--- config.mk ---
export PLATFORM = sky130hd
export DESIGN_NAME = fetch_if_stage
export DESIGN_NICKNAME = d
export VERILOG_FILES = /design/src/rtl/fetch_if_stage.sv
export SDC_FILE = /design/constraint.sdc
export NUM_CORES = 1
export LEC_CHECK = 0
export CORE_MARGIN = 2
export CORE_UTILIZATION = 52
export DETAILED_ROUTE_END_ITERATION = 12
export HOLD_SLACK_MARGIN = 0.06
export PLACE_DENSITY = 0.85
export SKIP_CTS_REPAIR_TIMING = 1
export SYNTH_ARGS = -nofsm -noshare
export SYNTH_HDL_FRONTEND = slang
export SYNTH_SLANG_ARGS = --single-unit
--- constraint.sdc ---
create_clock -name clk -period 2.2 [get_ports clk]
set_input_delay 0.44 -clock clk [delete_from_list [all_inputs] [get_ports clk]]
set_output_delay 0.44 -clock clk [all_outputs]
set_load 0.005 [all_outputs]
--- src/rtl/fetch_if_stage.sv ---
// Instruction-fetch stage: one outstanding imem request, IF/ID register, stall/flush/drain handling.
// Optional misaligned-PC trap enabled by defining FETCH_MISALIGN_CHECK_EN.
module fetch_if_stage #(
  parameter int                    DATA_WIDTH = 32,
  parameter logic [DATA_WIDTH-1:0] NOP_INSTR  = 32'h00000013
) (
  input  logic                  clk,
  input  logic                  reset,
  input  logic [DATA_WIDTH-1:0] PCF,
  input  logic [DATA_WIDTH-1:0] PCPlus4F,
  input  logic                  StallD,
  input  logic                  FlushD,
  output logic                  imem_req_valid,
  output logic [DATA_WIDTH-1:0] imem_req_addr,
  input  logic                  imem_req_ready,
  input  logic                  imem_rsp_valid,
  input  logic [DATA_WIDTH-1:0] imem_rsp_data,
  output logic                  FetchStallF,
  output logic [DATA_WIDTH-1:0] InstrD,
  output logic [DATA_WIDTH-1:0] PCD,
  output logic [DATA_WIDTH-1:0] PCPlus4D,
  output logic                  ValidD,
  output logic                  InstrMisalignD
);

  // state | meaning
  // ISSUE | presenting PCF to imem, nothing outstanding
  // WAIT  | request accepted, waiting for its response
  // DRAIN | outstanding response belongs to a flushed path, drop it
  // HOLD  | response captured in hold buffer while decode is stalled
  localparam logic [1:0] S_ISSUE = 2'd0;
  localparam logic [1:0] S_WAIT  = 2'd1;
  localparam logic [1:0] S_DRAIN = 2'd2;
  localparam logic [1:0] S_HOLD  = 2'd3;

  logic [1:0]            r_state;
  logic [1:0]            w_state_nxt;
  logic [DATA_WIDTH-1:0] r_pend_pc;
  logic [DATA_WIDTH-1:0] r_pend_pc4;
  logic [DATA_WIDTH-1:0] r_hold_instr;
  logic [DATA_WIDTH-1:0] r_instr_d;
  logic [DATA_WIDTH-1:0] r_pc_d;
  logic [DATA_WIDTH-1:0] r_pc4_d;
  logic                  r_valid_d;

  logic                  w_misalign;
  logic                  w_in_issue;
  logic                  w_req_valid;
  logic                  w_req_fire;
  logic                  w_wait_dlv;
  logic                  w_hold_dlv;
  logic                  w_mis_dlv;
  logic                  w_deliver;
  logic                  w_hold_load;
  logic [DATA_WIDTH-1:0] w_dlv_instr;
  logic [DATA_WIDTH-1:0] w_dlv_pc;
  logic [DATA_WIDTH-1:0] w_dlv_pc4;

`ifdef FETCH_MISALIGN_CHECK_EN
  logic r_misalign_d;
  assign w_misalign     = (PCF[1:0] != 2'b00);
  assign InstrMisalignD = r_misalign_d;
`else
  assign w_misalign     = 1'b0;
  assign InstrMisalignD = 1'b0;
`endif

  assign w_in_issue  = (r_state == S_ISSUE);
  assign w_req_valid = ~reset & w_in_issue & ~w_misalign;
  assign w_req_fire  = w_req_valid & imem_req_ready;

  assign w_wait_dlv  = (r_state == S_WAIT) & imem_rsp_valid & ~StallD & ~FlushD;
  assign w_hold_dlv  = (r_state == S_HOLD) & ~StallD & ~FlushD;
  assign w_mis_dlv   = w_in_issue & w_misalign & ~StallD & ~FlushD;
  assign w_deliver   = w_wait_dlv | w_hold_dlv | w_mis_dlv;
  assign w_hold_load = (r_state == S_WAIT) & imem_rsp_valid & StallD & ~FlushD;

  // PC advances once per delivered instruction, and on flush to take the target
  assign FetchStallF    = ~(w_deliver | FlushD);
  assign imem_req_valid = w_req_valid;
  assign imem_req_addr  = PCF;

  assign InstrD   = r_instr_d;
  assign PCD      = r_pc_d;
  assign PCPlus4D = r_pc4_d;
  assign ValidD   = r_valid_d;

  always_comb begin
    w_dlv_instr = imem_rsp_data;
    w_dlv_pc    = r_pend_pc;
    w_dlv_pc4   = r_pend_pc4;
    if (r_state == S_HOLD) begin
      w_dlv_instr = r_hold_instr;
    end else if (w_in_issue) begin
      w_dlv_instr = NOP_INSTR;
      w_dlv_pc    = PCF;
      w_dlv_pc4   = PCPlus4F;
    end
  end

  always_comb begin
    w_state_nxt = r_state;
    case (r_state)
      S_ISSUE: begin
        if (w_req_fire) w_state_nxt = FlushD ? S_DRAIN : S_WAIT;
      end
      S_WAIT: begin
        if (FlushD)              w_state_nxt = imem_rsp_valid ? S_ISSUE : S_DRAIN;
        else if (imem_rsp_valid) w_state_nxt = StallD ? S_HOLD : S_ISSUE;
      end
      S_DRAIN: begin
        if (imem_rsp_valid) w_state_nxt = S_ISSUE;
      end
      S_HOLD: begin
        if (FlushD || !StallD) w_state_nxt = S_ISSUE;
      end
      default: w_state_nxt = S_ISSUE;
    endcase
  end

  always_ff @(posedge clk) begin
    if (reset) begin
      r_state      <= S_ISSUE;
      r_pend_pc    <= '0;
      r_pend_pc4   <= '0;
      r_hold_instr <= NOP_INSTR;
    end else begin
      r_state <= w_state_nxt;
      if (w_req_fire) begin
        r_pend_pc  <= PCF;
        r_pend_pc4 <= PCPlus4F;
      end
      if (w_hold_load) r_hold_instr <= imem_rsp_data;
    end
  end

  // IF/ID register: reset > flush > stall > deliver > bubble
  always_ff @(posedge clk) begin
    if (reset) begin
      r_instr_d <= NOP_INSTR;
      r_pc_d    <= '0;
      r_pc4_d   <= '0;
      r_valid_d <= 1'b0;
    end else if (FlushD) begin
      r_instr_d <= NOP_INSTR;
      r_valid_d <= 1'b0;
    end else if (StallD) begin
      r_instr_d <= r_instr_d;
    end else if (w_deliver) begin
      r_instr_d <= w_dlv_instr;
      r_pc_d    <= w_dlv_pc;
      r_pc4_d   <= w_dlv_pc4;
      r_valid_d <= 1'b1;
    end else begin
      r_instr_d <= NOP_INSTR;
      r_valid_d <= 1'b0;
    end
  end

`ifdef FETCH_MISALIGN_CHECK_EN
  always_ff @(posedge clk) begin
    if (reset || FlushD)   r_misalign_d <= 1'b0;
    else if (!StallD)      r_misalign_d <= w_mis_dlv;
  end
`endif

endmodule

==> summary.md <==
| Metric | Value |
|---|---|
| Antenna Nets Post-Route | `0` |
| Drt initial violations | `380` |
| Register bit total from synthesis | `between 150 and 200` |
| RSZ-0062 raised after global routing | `false` |
| Starting density of the core | `between 50% and 60%` |
| Core Region | `15940 µm²` |
| Sequential cell area | `slightly below 4000 µm²` |
| Placer Congestion | `0.7874` |
| CTS tree | `yes` |
| Pwr dens | `693.4 nW/µm²` |
| Initial antenna violation count | `0` |
| Fin. Hold Viols | `0` |
| CP max stage delay | `approximately 540 ps` |
| CP endpoint kind | `primary output` |
| Syn Nets | `974` |
| Final worst path period need | `2015 ps` |
| Post-synth cell types | `35` |
| Worst EP arrival | `1570 ps` |
| Clock H-tree levels | `4` |
| Vias | `6875` |
| CP max FO | `8` |
| Overflow after GRT | `0` |
| CTS Root Cell | `clkbuf_16` |
| I/O pins | `234` |
| DRT Wirelength | `21670 µm` |
| Pleak | `around 4.3 nW` |
| Total power draw | `7.942 mW` |
| First-pass GRT wire length | `34680 µm` |
| Top-area cell type share of the netlist area | `45.75%` |
| Overall die height | `~130 µm` |
| Final period util | `91.58%` |
| WS Path Type | `reg -> out` |
| Finished Cell Area | `11450 µm²` |
| Startpoint class of the critical path | `flop` |
| Layout area overhead | `34.26%` |
| Top_reg_cell synth | `dfxtp_1` |
| Fillcell total | `1175` |
| CTS max path bufs | `2` |
| Tot GR Track Use | `24.45%` |
| Diodes inserted | `0` |
| Synth top area cells | `dfxtp_1, mux2i_1, nand2b_1` |
| Setup violations, final | `0` |
| Skew-Pair Late Insertion Delay | `420 ps` |
| Seq/Total Area, Yosys | `45.75%` |
| # nets final | `1152` |
| Path category of the worst min-delay check | `reg -> reg` |
| Final TNS setup | `0 ps` |
| Dpl hpwl | `between 10000 and 15000 µm` |
| Final slew viol count | `0` |
| Vias in the first global route | `6813` |
| Max Cap Violations | `0` |
| Top cell type by total area after synthesis | `dfxtp_1` |
| CTS buffer count | `17` |
| Die ar. | `17450 µm²` |
| Worst-path clk slew | `70 ps` |
| Vias per cell | `about 5.4` |
| Final clock skew | `12.09 ps` |
| F_max | `between 0.4 and 0.5 GHz` |
| Drt wl/cell | `16.96 µm` |
| Placement Cell Area | `10840 µm²` |
| Number of I/O port buffers | `232` |
| Synthesized instance count | `approximately 870` |
| Max_slew headroom | `63.80%` |
| Worst R2R Path Depth | `5` |
| Synth Area per Inst | `9.784 µm²` |
| Largest net degree at the start of global routing | `87` |
| Yosys warnings | `0` |
| Critical path data required time | `1760 ps` |
| Share of layout cells above drive strength 1 | `9.416%` |
| Critical-path top delay cell | `clkdlybuf4s50_1` |
| Status | `complete, no violations` |
| VDD IR max | `0.7177 mV` |
| Asr flop ratio synth | `0%` |
| Hold path depth | `2` |
| Placement Rows | `46` |
| Synthesized cell area | `8532 µm²` |
| Area of the multi-input gates | `between 3000 and 4000 µm²` |
| Clk sinks | `195` |
| Tightest Pin Transition | `541.7 ps` |
| Residual DRC | `0` |
| Total iterations of the first detailed-routing run | `7` |
| Die width | `132.1 µm` |
| Worst-path cell chain | `nor3_1, clkdlybuf4s50_1` |
| EDFF count, synth | `0` |
==> final cells by class <==
| cell class | instances | share of cell area [%] |
|---|---|---|
| multi-input cells | 570 | 34.76 |
| flip-flops and latches | 195 | 34.10 |
| repair buffers | 263 | 23.38 |
| clock buffers | 20 | 3.987 |
| well taps | 216 | 2.359 |
| clock inverters | 11 | 1.322 |
| inverters | 3 | 0.09831 |
==> cell families after synthesis <==
| group | Yosys count | synth area share (%) |
|---|---|---|
| buf+inv | 107 | 7.875 |
| mux | 127 | 15.31 |
| other cells | 1 | 0.04395 |
| xor+xnor | 1 | 0.1027 |
| compound gates | 202 | 16.23 |
| flops | 195 | 45.75 |
| simple gates | 239 | 14.68 |
==> power by group <==
part | leakage [nW] | switching (mW) | internal (mW) | total (mW)
Combinational | 2.39 | 0.470 | 0.564 | 1.03
Sequential | 1.58 | 0.0664 | 3.64 | 3.71
Clock | 0.285 | 1.34 | 1.85 | 3.20
==> per-stage QoR <==
| step | utilization, % | hold WS (ps) | std cells | setup slack [ps] |
|---|---|---|---|---|
| floorplan | - | 441.5 | 872 | 614.5 |
| global placement | 68.01 | 432.9 | 1247 | 43.97 |
| detailed placement | 68.01 | 441.0 | 1247 | 43.01 |
| CTS | 71.83 | 437.9 | 1278 | -0.9427 |
| global route | 71.85 | 451.9 | 1278 | 155.0 |
| finish | 71.85 | 454.2 | 1278 | 185.1 |
==> cell usage after synthesis, types with 2 or more instances <==
| cell | n |
|---|---|
| buf_4 | 35 |
| o21ai_1 | 14 |
| nand2b_1 | 123 |
| o21ai_0 | 81 |
| a21oi_1 | 2 |
| mux2_2 | 28 |
| buf_6 | 13 |
| nor2_1 | 7 |
| clkbuf_2 | 4 |
| a21boi_0 | 2 |
| o2bb2ai_1 | 64 |
| and3_1 | 2 |
| inv_1 | 3 |
| a2bb2oi_1 | 3 |
| nor2b_1 | 5 |
| buf_1 | 3 |
| mux2i_1 | 99 |
| o22a_1 | 3 |
| dfxtp_1 | 195 |
| a22oi_1 | 28 |
| nand2_1 | 97 |
| buf_2 | 29 |
| clkbuf_1 | 20 |
==> placed cells by master, fill, tap and decap left out, types with 2 or more instances in the layout <==
| cell | netlist | final |
|---|---|---|
| clkinvlp_4 | 0 | 4 |
| clkbuf_16 | 0 | 17 |
| o21ai_0 | 81 | 81 |
| nand2b_1 | 123 | 123 |
| mux2_2 | 28 | 28 |
| inv_6 | 0 | 2 |
| o22a_1 | 3 | 3 |
| clkbuf_8 | 0 | 2 |
| nor2b_1 | 5 | 4 |
| o2bb2ai_1 | 64 | 64 |
| nand2_1 | 97 | 97 |
| buf_4 | 35 | 21 |
| inv_1 | 3 | 3 |
| buf_12 | 0 | 10 |
| clkdlybuf4s50_1 | 0 | 230 |
| a22oi_1 | 28 | 28 |
| dfxtp_1 | 195 | 193 |
| dfxtp_2 | 0 | 2 |
| bufinv_16 | 0 | 3 |
| o21ai_1 | 14 | 14 |
| a2bb2oi_1 | 3 | 3 |
| a21oi_1 | 2 | 2 |
| a21boi_0 | 2 | 2 |
| mux2i_1 | 99 | 99 |
| nor2_1 | 7 | 7 |
==> path summary, 6_finish.rpt <==
path | start | end | slack, ps
worst min register to register | InstrD[14] | InstrD[14] | 450
worst max register to register | r_state[1] | PCPlus4D[30] | 410
worst max-delay path | r_state[1] | imem_req_valid | 190
worst min-delay path | InstrD[14] | InstrD[14] | 450
==> per-layer routing <==
layer / track usage (%) / up-vias / share of wire (%)
met5: 0 / - / 0
met1: 29.76 / 3266 / 43
met3: 7.382 / 27 / 6.6
met4: 8.031 / 0 / 1.7
met2: 41.35 / 223 / 48
li1: - / 3359 / -
==> sequential cells by signal, indices dropped and copies added (netlist names) <==
signal	flops
PCD	32
r_hold_instr	32
r_state	2
r_pend_pc4	32
PCPlus4D	32
ValidD	1
InstrD	32
r_pend_pc	32
==> worst max-delay path: cells and delay by family (launching register included) <==
family | cells | cell delay [ps]
buffers and inverters | 1 | 540
AND/OR/NAND/NOR | 1 | 240
flip-flops | 1 | 380
Note: power is estimated with default switching activity, not from simulation.
